## src/rtl/multicycle_control.sv

```systemverilog
`default_nettype none
// +--------------------------------------------------------------------+
// | multicycle_control: multi-cycle MIPS sequencer, req/ack memory FSM |
// | Rev 1.0                                                            |
// +--------------------------------------------------------------------+
module multicycle_control #(
  parameter int MEM_TIMEOUT = 255,
  parameter int CNT_WIDTH   = 32
) (
  input  logic                 clk,
  input  logic                 rst,
  input  logic [5:0]           opcode,
  input  logic [5:0]           funct,
  input  logic                 equal,
  input  logic                 mem_ack,
  output logic                 mem_req,
  output logic                 mem_we,
  output logic                 mem_addr_sel,
  output logic                 ir_en,
  output logic                 pc_en,
  output logic                 pc_sel,
  output logic [3:0]           alu_op,
  output logic [1:0]           alu_a_sel,
  output logic [1:0]           alu_b_sel,
  output logic                 rd_en,
  output logic                 rd_addr_sel,
  output logic                 rd_data_sel,
  output logic                 illegal,
  output logic                 bus_error,
  output logic [CNT_WIDTH-1:0] instr_count
);
  localparam logic [5:0] OP_RTYPE = 6'h00, OP_BEQ = 6'h04, OP_ADDI = 6'h08,
                         OP_LW    = 6'h23, OP_SW  = 6'h2B;
  localparam logic [5:0] FN_SLL = 6'h00, FN_SRL = 6'h02, FN_SRA = 6'h03, FN_ADD = 6'h20,
                         FN_SUB = 6'h22, FN_AND = 6'h24, FN_OR  = 6'h25, FN_SLT = 6'h2A;
  localparam logic [3:0] ALU_ADD = 4'd0, ALU_SUB = 4'd1, ALU_AND = 4'd2, ALU_OR  = 4'd3,
                         ALU_SLT = 4'd4, ALU_SLL = 4'd5, ALU_SRL = 4'd6, ALU_SRA = 4'd7;
  localparam logic [1:0] A_PC = 2'd0, A_REG = 2'd1, A_SHAMT = 2'd2;
  localparam logic [1:0] B_REG = 2'd0, B_FOUR = 2'd1, B_IMM = 2'd2, B_IMM_SH2 = 2'd3;
  localparam logic RD_SEL_RT = 1'b0, RD_SEL_RD = 1'b1;
  localparam logic RD_DATA_SEL_ALU = 1'b0, RD_DATA_SEL_MEM = 1'b1;
  localparam int TW = (MEM_TIMEOUT < 2) ? 1 : $clog2(MEM_TIMEOUT + 1);
  localparam logic [TW-1:0] TIMER_LAST = TW'(MEM_TIMEOUT - 1);

  typedef enum logic [2:0] {
    S_IDLE = 3'd0, S_FETCH = 3'd1, S_DECODE = 3'd2, S_EXEC = 3'd3,
    S_MEM  = 3'd4, S_WB    = 3'd5, S_HALT   = 3'd6
  } state_t;

  state_t               r_state, w_next;
  logic [TW-1:0]        r_timer;
  logic [CNT_WIDTH-1:0] r_count;
  logic                 r_bus_error;
  logic                 w_retire, w_op_valid, w_funct_valid, w_shift;
  logic [3:0]           w_funct_alu;

  assign bus_error   = r_bus_error;
  assign instr_count = r_count;
  assign w_op_valid  = (opcode == OP_RTYPE) || (opcode == OP_BEQ) || (opcode == OP_ADDI) ||
                       (opcode == OP_LW)    || (opcode == OP_SW);

  always_comb begin
    w_funct_valid = 1'b1;
    w_shift       = 1'b0;
    w_funct_alu   = ALU_ADD;
    case (funct)
      FN_ADD:  w_funct_alu = ALU_ADD;
      FN_SUB:  w_funct_alu = ALU_SUB;
      FN_AND:  w_funct_alu = ALU_AND;
      FN_OR:   w_funct_alu = ALU_OR;
      FN_SLT:  w_funct_alu = ALU_SLT;
      FN_SLL:  begin w_funct_alu = ALU_SLL; w_shift = 1'b1; end
      FN_SRL:  begin w_funct_alu = ALU_SRL; w_shift = 1'b1; end
      FN_SRA:  begin w_funct_alu = ALU_SRA; w_shift = 1'b1; end
      default: w_funct_valid = 1'b0;
    endcase
  end

  always_comb begin
    w_next       = r_state;
    w_retire     = 1'b0;
    mem_req      = 1'b0;
    mem_we       = 1'b0;
    mem_addr_sel = 1'b0;
    ir_en        = 1'b0;
    pc_en        = 1'b0;
    pc_sel       = 1'b0;
    alu_op       = ALU_ADD;
    alu_a_sel    = A_PC;
    alu_b_sel    = B_REG;
    rd_en        = 1'b0;
    rd_addr_sel  = RD_SEL_RT;
    rd_data_sel  = RD_DATA_SEL_ALU;
    illegal      = 1'b0;
    case (r_state)
      S_IDLE: w_next = S_FETCH;
      S_FETCH: begin
        mem_req   = 1'b1;
        alu_b_sel = B_FOUR;
        if (mem_ack) begin
          ir_en  = 1'b1;
          pc_en  = 1'b1;
          w_next = S_DECODE;
        end else if (r_timer == TIMER_LAST) begin
          w_next = S_HALT;
        end
      end
      S_DECODE: begin
        // ALU-out captures PC+4+(imm<<2) here so BEQ can load it in EXEC
        alu_b_sel = B_IMM_SH2;
        if (w_op_valid) begin
          w_next = S_EXEC;
        end else begin
          illegal = 1'b1;
          w_next  = S_FETCH;
        end
      end
      S_EXEC: begin
        w_next = S_FETCH;
        case (opcode)
          OP_RTYPE: begin
            if (w_funct_valid) begin
              alu_a_sel = w_shift ? A_SHAMT : A_REG;
              alu_op    = w_funct_alu;
              w_next    = S_WB;
            end else begin
              illegal = 1'b1;
            end
          end
          OP_ADDI, OP_LW, OP_SW: begin
            alu_a_sel = A_REG;
            alu_b_sel = B_IMM;
            w_next    = (opcode == OP_ADDI) ? S_WB : S_MEM;
          end
          OP_BEQ: begin
            alu_op    = ALU_SUB;
            alu_a_sel = A_REG;
            pc_en     = equal;
            pc_sel    = 1'b1;
            w_retire  = 1'b1;
          end
          default: ;
        endcase
      end
      S_MEM: begin
        mem_req      = 1'b1;
        mem_addr_sel = 1'b1;
        mem_we       = (opcode == OP_SW);
        if (mem_ack) begin
          if (opcode == OP_LW) begin
            w_next = S_WB;
          end else begin
            w_next   = S_FETCH;
            w_retire = (opcode == OP_SW);
          end
        end else if (r_timer == TIMER_LAST) begin
          w_next = S_HALT;
        end
      end
      S_WB: begin
        rd_en       = 1'b1;
        rd_addr_sel = (opcode == OP_RTYPE) ? RD_SEL_RD : RD_SEL_RT;
        rd_data_sel = (opcode == OP_LW) ? RD_DATA_SEL_MEM : RD_DATA_SEL_ALU;
        w_retire    = 1'b1;
        w_next      = S_FETCH;
      end
      S_HALT: ;
      default: w_next = S_IDLE;
    endcase
  end

  always_ff @(posedge clk or posedge rst) begin
    if (rst) begin
      r_state     <= S_IDLE;
      r_timer     <= '0;
      r_count     <= '0;
      r_bus_error <= 1'b0;
    end else begin
      r_state <= w_next;
      // Timer runs only while a request waits; any other cycle leaves it clear for the next entry
      if (mem_req && !mem_ack) r_timer <= r_timer + TW'(1);
      else                     r_timer <= '0;
      if (w_retire) r_count <= r_count + CNT_WIDTH'(1);
      if (w_next == S_HALT) r_bus_error <= 1'b1;
    end
  end
endmodule
`default_nettype wire

```

## config.mk

```make
export PLATFORM = sky130hd
export DESIGN_NAME = multicycle_control
export DESIGN_NICKNAME = d
export VERILOG_FILES = /design/src/rtl/multicycle_control.sv
export SDC_FILE = /design/constraint.sdc
export NUM_CORES = 1
export LEC_CHECK = 0
export ABC_AREA = 1
export CORE_MARGIN = 2
export CORE_UTILIZATION = 53
export CTS_BUF_LIST = sky130_fd_sc_hd__clkbuf_8
export DETAILED_ROUTE_END_ITERATION = 8
export PLACE_DENSITY = 0.83
export REMOVE_ABC_BUFFERS = 1
export SLEW_MARGIN = 20
export SYNTH_ARGS = -nofsm -noshare
export SYNTH_HDL_FRONTEND = slang
export SYNTH_SLANG_ARGS = --single-unit
```

## constraint.sdc

```tcl
create_clock -name clk -period 2.3 [get_ports clk]
set_clock_uncertainty 0.15 [all_clocks]
set_input_delay 0.46 -clock clk [delete_from_list [all_inputs] [get_ports clk]]
set_output_delay 0.46 -clock clk [all_outputs]
set_load 0.01 [all_outputs]
```

==> results of run 1 <==
flip-flops by register name (all words and copies together) (netlist names):
signal	count
r_state	3
r_timer	8
bus_error	1
instr_count	32
cell usage after synthesis (all sizes together):
cell and number:
nor3b 1, conb 1, inv 46, nand3b 10
clkbuf 2, o22ai 3, a21o 1, ha 3
nand3 37, nand4 3, o21ai 13, nor2 93
nor3 5, nand2 181, xor2 12, xnor2 6
buf 7, a21oi 7, dfrtp 44
cell families (layout without fill, tap and decap cells):
group	count (synthesis)	in the layout	share of synthesized area (%)
AOI/OAI and AO/OA	24	24	4.15
xor gates and xnor gates	18	18	5.18
adders and majority gates	3	3	1.23
buffers and inverters	55	162	8.09
DFF	44	44	36.2
other	1	1	0.123
and+or+nand+nor	330	330	45.1
worst max path at each step:
stage | startpoint | endpoint | slack, ns | cells past startpoint
3_5_place_dp | funct[1] | alu_a_sel[0] | -0.59 | 10
5_1_grt | opcode[4] | pc_en | -0.06 | 9
6_report | r_state[1] | alu_op[1] | 0.05 | 8
2_1_floorplan | opcode[5] | instr_count[5] | 0.29 | 8
3_3_place_gp | funct[3] | alu_a_sel[0] | -0.53 | 10
4_1_cts | opcode[0] | pc_en | 0.02 | 9
critical path: cells and delay by family (launching register included):
kind	cells	cell delay, ns
buffers and inverters	4	0.50
DFF	1	0.41
and+or+nand+nor	4	0.41
report_power, final:
part           internal (uW)  switching, uW  total, uW
logic                   47.4           55.2        103
registers                773              0        773
clock network            222            307        529
total                   1040            362       1400
final cells by class:
| cell class | count | area, um^2 |
|---|---|---|
| inverter | 46 | 173 |
| tap | 72 | 90.1 |
| clock buffer | 5 | 68.8 |
| multi-input combinational | 376 | 1760 |
| sequential | 44 | 1100 |
| timing repair buffer | 108 | 945 |
| fill | 469 | 1380 |
| clock inverter | 3 | 25.0 |
repair_timing:
| action | 4_1_cts | 5_1_grt |
|---|---|---|
| pin swaps | 12 | 4 |
| resized for setup | 59 | 14 |
| cloned | 0 | 0 |
| hold endpoints to repair | 0 | 0 |
| setup endpoints to repair | 17 | 9 |
| buffers inserted | 3 | 0 |
metal layers:
layer  global-route usage, %  share of wire [%]  routed length [um]
met3                    4.64                4.4                 362
met2                    50.7                 52                4300
met1                    32.0                 41                3410
met4                    8.31                2.0                 168
met5                       0                  0                   0
stage by stage:
| step | worst slack (ns) | total power [uW] |
|---|---|---|
| 2_1_floorplan | 0.290 | 824 |
| 3_3_place_gp | -0.527 | 887 |
| 3_5_place_dp | -0.586 | 891 |
| 4_1_cts | 0.0159 | 1410 |
| 5_1_grt | -0.0636 | 1450 |
| 6_report | 0.0485 | 1400 |
==> impl_metrics.tcl, run 1 <==
set metrics [dict create \
    cp-end-kind "output port" \
    required_ns 1.69 \
    cts_num_sinks 44 \
    die-area_mm2 0.00637 \
    cp_slowest_stage_delay_ns 0.41 \
    hold_ws_ns 0.328 \
    final_hold_viol_count 0 \
    dr.pass1.iters 4 \
    worst_pin_slew_ns 0.647 \
    hold_path_startpoint "bus_error" \
    initial_utilization_pct 55.0 \
    yosys_warnings 0 \
    ios 67 \
    slew_headroom_pct 56.8 \
    holdPathEnd "bus_error" \
    diodes 0 \
    clk_pin_slew_ns 0.10 \
    drv_cap 0 \
    routed_wl_um 8240 \
    rows 27 \
    hp-class "flip-flop to flip-flop" \
    setup_violations 0 \
    syn_area_per_cell_um2 6.41 \
    holdPathStages 2 \
    critPathKind "flip-flop to output port" \
    grt_setup_unrepaired "yes" \
    ctsHoldBuffers 0 \
    ys_ff_latch 44 \
    numPortBuffers 65 \
    ir_worst_vdd_mv 0.248 \
    clock.fmax_mhz 444 \
    root_buffer "clkbuf_8" \
    cp.arrival_ns 1.64 \
    cts_tree "built" \
    synth_largest_area_cell "dfrtp_1" \
    tns_ns 0 \
    cts_max_level 2 \
    synth_area_mm2 0.00305 \
    fin_cells 654 \
    cts_buffer_depth 2 \
    final_common_cell "nand2_1" \
    final_core_util_pct 75.1 \
    antenna_found_initial 0 \
    num_vias 3346 \
    worst-r2r-setup-slack_ns 0.19 \
    track_usage_pct 27.3 \
    grt_max_degree 45 \
    grt_pass1_wl_um 14000 \
    reg2reg_depth 10 \
    drv_slew 0 \
    ys_seq_area_share_pct 36.2 \
    layout_common_cells "nand2_1, nor2_1, dfrtp_1, buf_4" \
    fin_area_mm2 0.00416 \
    drt_iter0_drc 169 \
    final_net_count 600 \
    final_layout_size_suffix_gt1_share_pct 16.3 \
    drc 0 \
    fin_crit_sh_pct 97.9 \
    synth.distinct_cells 28 \
    synthTopCellsByArea "dfrtp_1, nand2_1, nor2_1, nand3_1, inv_1" \
    r2r_end "instr_count[20]" \
    cpMaxStageDelayCell "dfrtp_1" \
    p_per_area_mw_per_mm2 338 \
    die_h_um 79.8 \
    power_leakage_uw 0.00199 \
    startpoint_type "flip-flop" \
    vias_per_cell 5.12 \
    hpwlAfterDp_um 6310 \
    place_area_mm2 0.00404 \
    grt_pass1_vias 3251 \
    wire_per_inst_um 12.6 \
    die_w_um 79.8 \
    ant_nets 0 \
    cp_cell_sequence "nand2_1 > nor2_2 > inv_1 > nor2_4 > buf_4 > nand2_1 > inv_1 > clkdlybuf4s15_1" \
    fin_crit_ns 2.25 \
    status "completed" \
    dp.cells 643 \
    cts_buffers 5 \
    overflow 0 \
    syn2layout_area_growth_pct 36.6 \
    critPathMaxFanout 3 \
    syn_inst 475 \
    core_mm2 0.00554 \
    insertion_delay_ns 0.31 \
    reg2reg_from "r_state[1]" \
    place.gp.congestion 0.908 \
    synth_top_area_share_pct 36.2 \
]
Power figures use the tool's default switching activity.
==> run 2, diff against run 1 <==
--- a/config.mk
+++ b/config.mk
@@ -5,12 +5,12 @@
 export SDC_FILE = /design/constraint.sdc
 export NUM_CORES = 1
 export LEC_CHECK = 0
-export ABC_AREA = 1
+export ABC_AREA = 0
 export CORE_MARGIN = 2
-export CORE_UTILIZATION = 53
-export CTS_BUF_LIST = sky130_fd_sc_hd__clkbuf_8
+export CORE_UTILIZATION = 54
+export CTS_BUF_LIST = sky130_fd_sc_hd__clkbuf_4 sky130_fd_sc_hd__clkbuf_8
 export DETAILED_ROUTE_END_ITERATION = 8
-export PLACE_DENSITY = 0.83
+export PLACE_DENSITY = 0.88
 export REMOVE_ABC_BUFFERS = 1
 export SLEW_MARGIN = 20
 export SYNTH_ARGS = -nofsm -noshare
==> constraint.sdc (replaced) <==
create_clock -name clk -period 2.9 [get_ports clk]
set_clock_uncertainty 0.15 [all_clocks]
set_input_delay 0.58 -clock clk [delete_from_list [all_inputs] [get_ports clk]]
set_output_delay 0.58 -clock clk [all_outputs]
set_load 0.01 [all_outputs]
==> run 2 against run 1 <==
  * Non-clock buffer count decreased by 5
  * Critical path type is now input pin to output port
  * Synthesized area fell by 18%
  * Register-to-register slack better by 0.22 ns
  * Highest routed layer unchanged
  * Critical endpoint is now illegal
==> impl_metrics.tcl, run 2 <==
set metrics [dict create \
    initial_utilization_pct 56.8 \
    synth.distinct_cells 42 \
    setup_violations 0 \
    rows 24 \
    die-area_mm2 0.00517 \
    hp-class "flip-flop to flip-flop" \
    ios 67 \
    drv_slew 0 \
    critPathMaxFanout 5 \
    cp-end-kind "output port" \
    status "completed" \
    synthTopCellsByArea "dfrtp_1, xnor2_1, nand4_1, nand3_1, nor2_1" \
    diodes 0 \
    final_core_util_pct 81.3 \
    synth_area_mm2 0.00249 \
    worst_pin_slew_ns 0.532 \
    clk_pin_slew_ns 0.09 \
    grt_pass1_wl_um 10100 \
    final_hold_viol_count 0 \
    cts_buffer_depth 2 \
    place_area_mm2 0.00342 \
    async_flop_share_pct 100 \
    final_net_count 378 \
    cts_tree "built" \
    syn2layout_area_growth_pct 43.1 \
    hpwlAfterDp_um 4480 \
    drt_iter0_drc 107 \
    num_vias 2330 \
    p_per_area_mw_per_mm2 528 \
    antenna_found_initial 0 \
    required_ns 2.17 \
    routed_wl_um 6090 \
    wire_per_inst_um 14.8 \
    syn_inst 260 \
    syn_area_per_cell_um2 9.58 \
    ir_worst_vdd_mv 0.399 \
    drv_cap 0 \
    vias_per_cell 5.66 \
    hold_ws_ns 0.330 \
    synth_common_cells "dfrtp_1, xnor2_1, nor2_1" \
    ctsHoldBuffers 0 \
    largest_register_ffs 32 \
    cp.arrival_ns 2.10 \
    ys_seq_area_share_pct 44.2 \
    numPortBuffers 65 \
    cts_num_sinks 44 \
    fin_crit_ns 2.83 \
    core_mm2 0.00438 \
    overflow 0 \
    grt_setup_unrepaired "no" \
    cts_max_level 2 \
    final_layout_size_suffix_gt1_share_pct 18.1 \
    cts_buffers 5 \
    grt_max_degree 45 \
    grt_pass1_vias 2231 \
    track_usage_pct 24.9 \
    layout_common_cells "clkdlybuf4s50_1, dfrtp_1, buf_4, xnor2_1, nor2_1" \
    critPathKind "input pin to output port" \
    yosysMostFrequentCell "dfrtp_1" \
    fin_crit_sh_pct 97.5 \
    die_h_um 71.9 \
    place.gp.congestion 0.808 \
    slew_headroom_pct 64.5 \
    drc 0 \
    insertion_delay_ns 0.30 \
    ant_nets 0 \
    ys.flop_type "dfrtp_1" \
    startpoint_type "input pin" \
    fin_area_mm2 0.00356 \
    synth_top_area_share_pct 44.2 \
    clock.fmax_mhz 354 \
    dr.pass1.iters 6 \
    synth_largest_area_cell "dfrtp_1" \
    die_w_um 71.9 \
    ys_ff_latch 44 \
    root_buffer "clkbuf_8" \
    synth-edff-count 0 \
    power_leakage_uw 0.00161 \
    yosys_warnings 0 \
    final_common_cell "clkdlybuf4s50_1" \
]
## run 2: changes by cell type in the layout (fill, tap and decap cells not counted), sizes merged, moves of 15 or more
cell	previous run	this run
dlygate4sd2	18	3
inv	47	8
nand2	181	17
nand3	37	17
nor2	93	21
xnor2	6	29
## run 2: area by class of cell
| type | instances | area, um^2 |
|---|---|---|
| Tap cell | 52 | 65.1 |
| Multi-Input combinational cell | 198 | 1340 |
| Fill cell | 264 | 822 |
| Clock buffer | 5 | 68.8 |
| Inverter | 7 | 26.3 |
| Sequential cell | 44 | 1100 |
| Timing Repair Buffer | 103 | 913 |
| Clock inverter | 3 | 46.3 |
## run 2: per-layer routing
metal  wire length, um  track usage (%)  vias up
met4               147             9.22        0
met5                 0                0        -
li1                  -                -     1115
met1              2610             31.9     1117
met2              3010             43.1       82
met3               312             3.61       16
## run 2: cell families after synthesis
logic type	after synthesis	synth area share (%)
xor gates and xnor gates	38	13.4
buffers and inverters	18	3.22
other	1	0.151
AOI/OAI and AO/OA	38	10.4
muxes	3	1.26
DFF	44	44.2
adders and majority gates	3	1.51
and+or+nand+nor	115	25.9
## run 2: critical path, stage by stage
cell             delay (ns)
clkdlybuf4s50_1        0.54
nor2_1                 0.08
a31oi_1                0.22
a21oi_1                0.09
o22a_1                 0.20
nor2_1                 0.10
dlygate4sd2_1          0.28
## run 2: power by group
part | total [uW] | switching, uW | internal [uW]
combinational | 657 | 345 | 311
clock | 482 | 223 | 259
sequential | 742 | 68.7 | 674
## run 2: path summary, 6_finish.rpt
path | start | to | slack, ns | depth (start not counted)
hold / removal | instr_count[31] | instr_count[31] | 0.33 | 1
max in group asynchronous | rst | instr_count[0] | 1.67 | 3
setup / recovery | funct[3] | illegal | 0.07 | 7
hold reg to reg | instr_count[31] | instr_count[31] | 0.33 | 1
min in group asynchronous | rst | r_timer[1] | 0.55 | 3
setup reg to reg | r_state[2] | instr_count[5] | 0.41 | 7
## run 2: stage by stage
step	cells	power [uW]	worst slack, ns	setup TNS (ns)
floorplan	249	1060	0.169	0
global placement	402	1390	-0.650	-11.78
detailed placement	402	1400	-0.681	-13.68
CTS	411	1880	0.000194	0
global route	412	1980	0.00207	0
finish	412	1880	0.0731	0
## run 2: repair_timing
| item | in CTS | in global routing |
|---|---|---|
| cloned | 0 | 0 |
| buffers inserted | 1 | 1 |
| endpoints found under the setup margin | 24 | 9 |
| endpoints found under the hold margin | 0 | 0 |
| pin swaps | 2 | 2 |
| gates resized for setup | 36 | 11 |
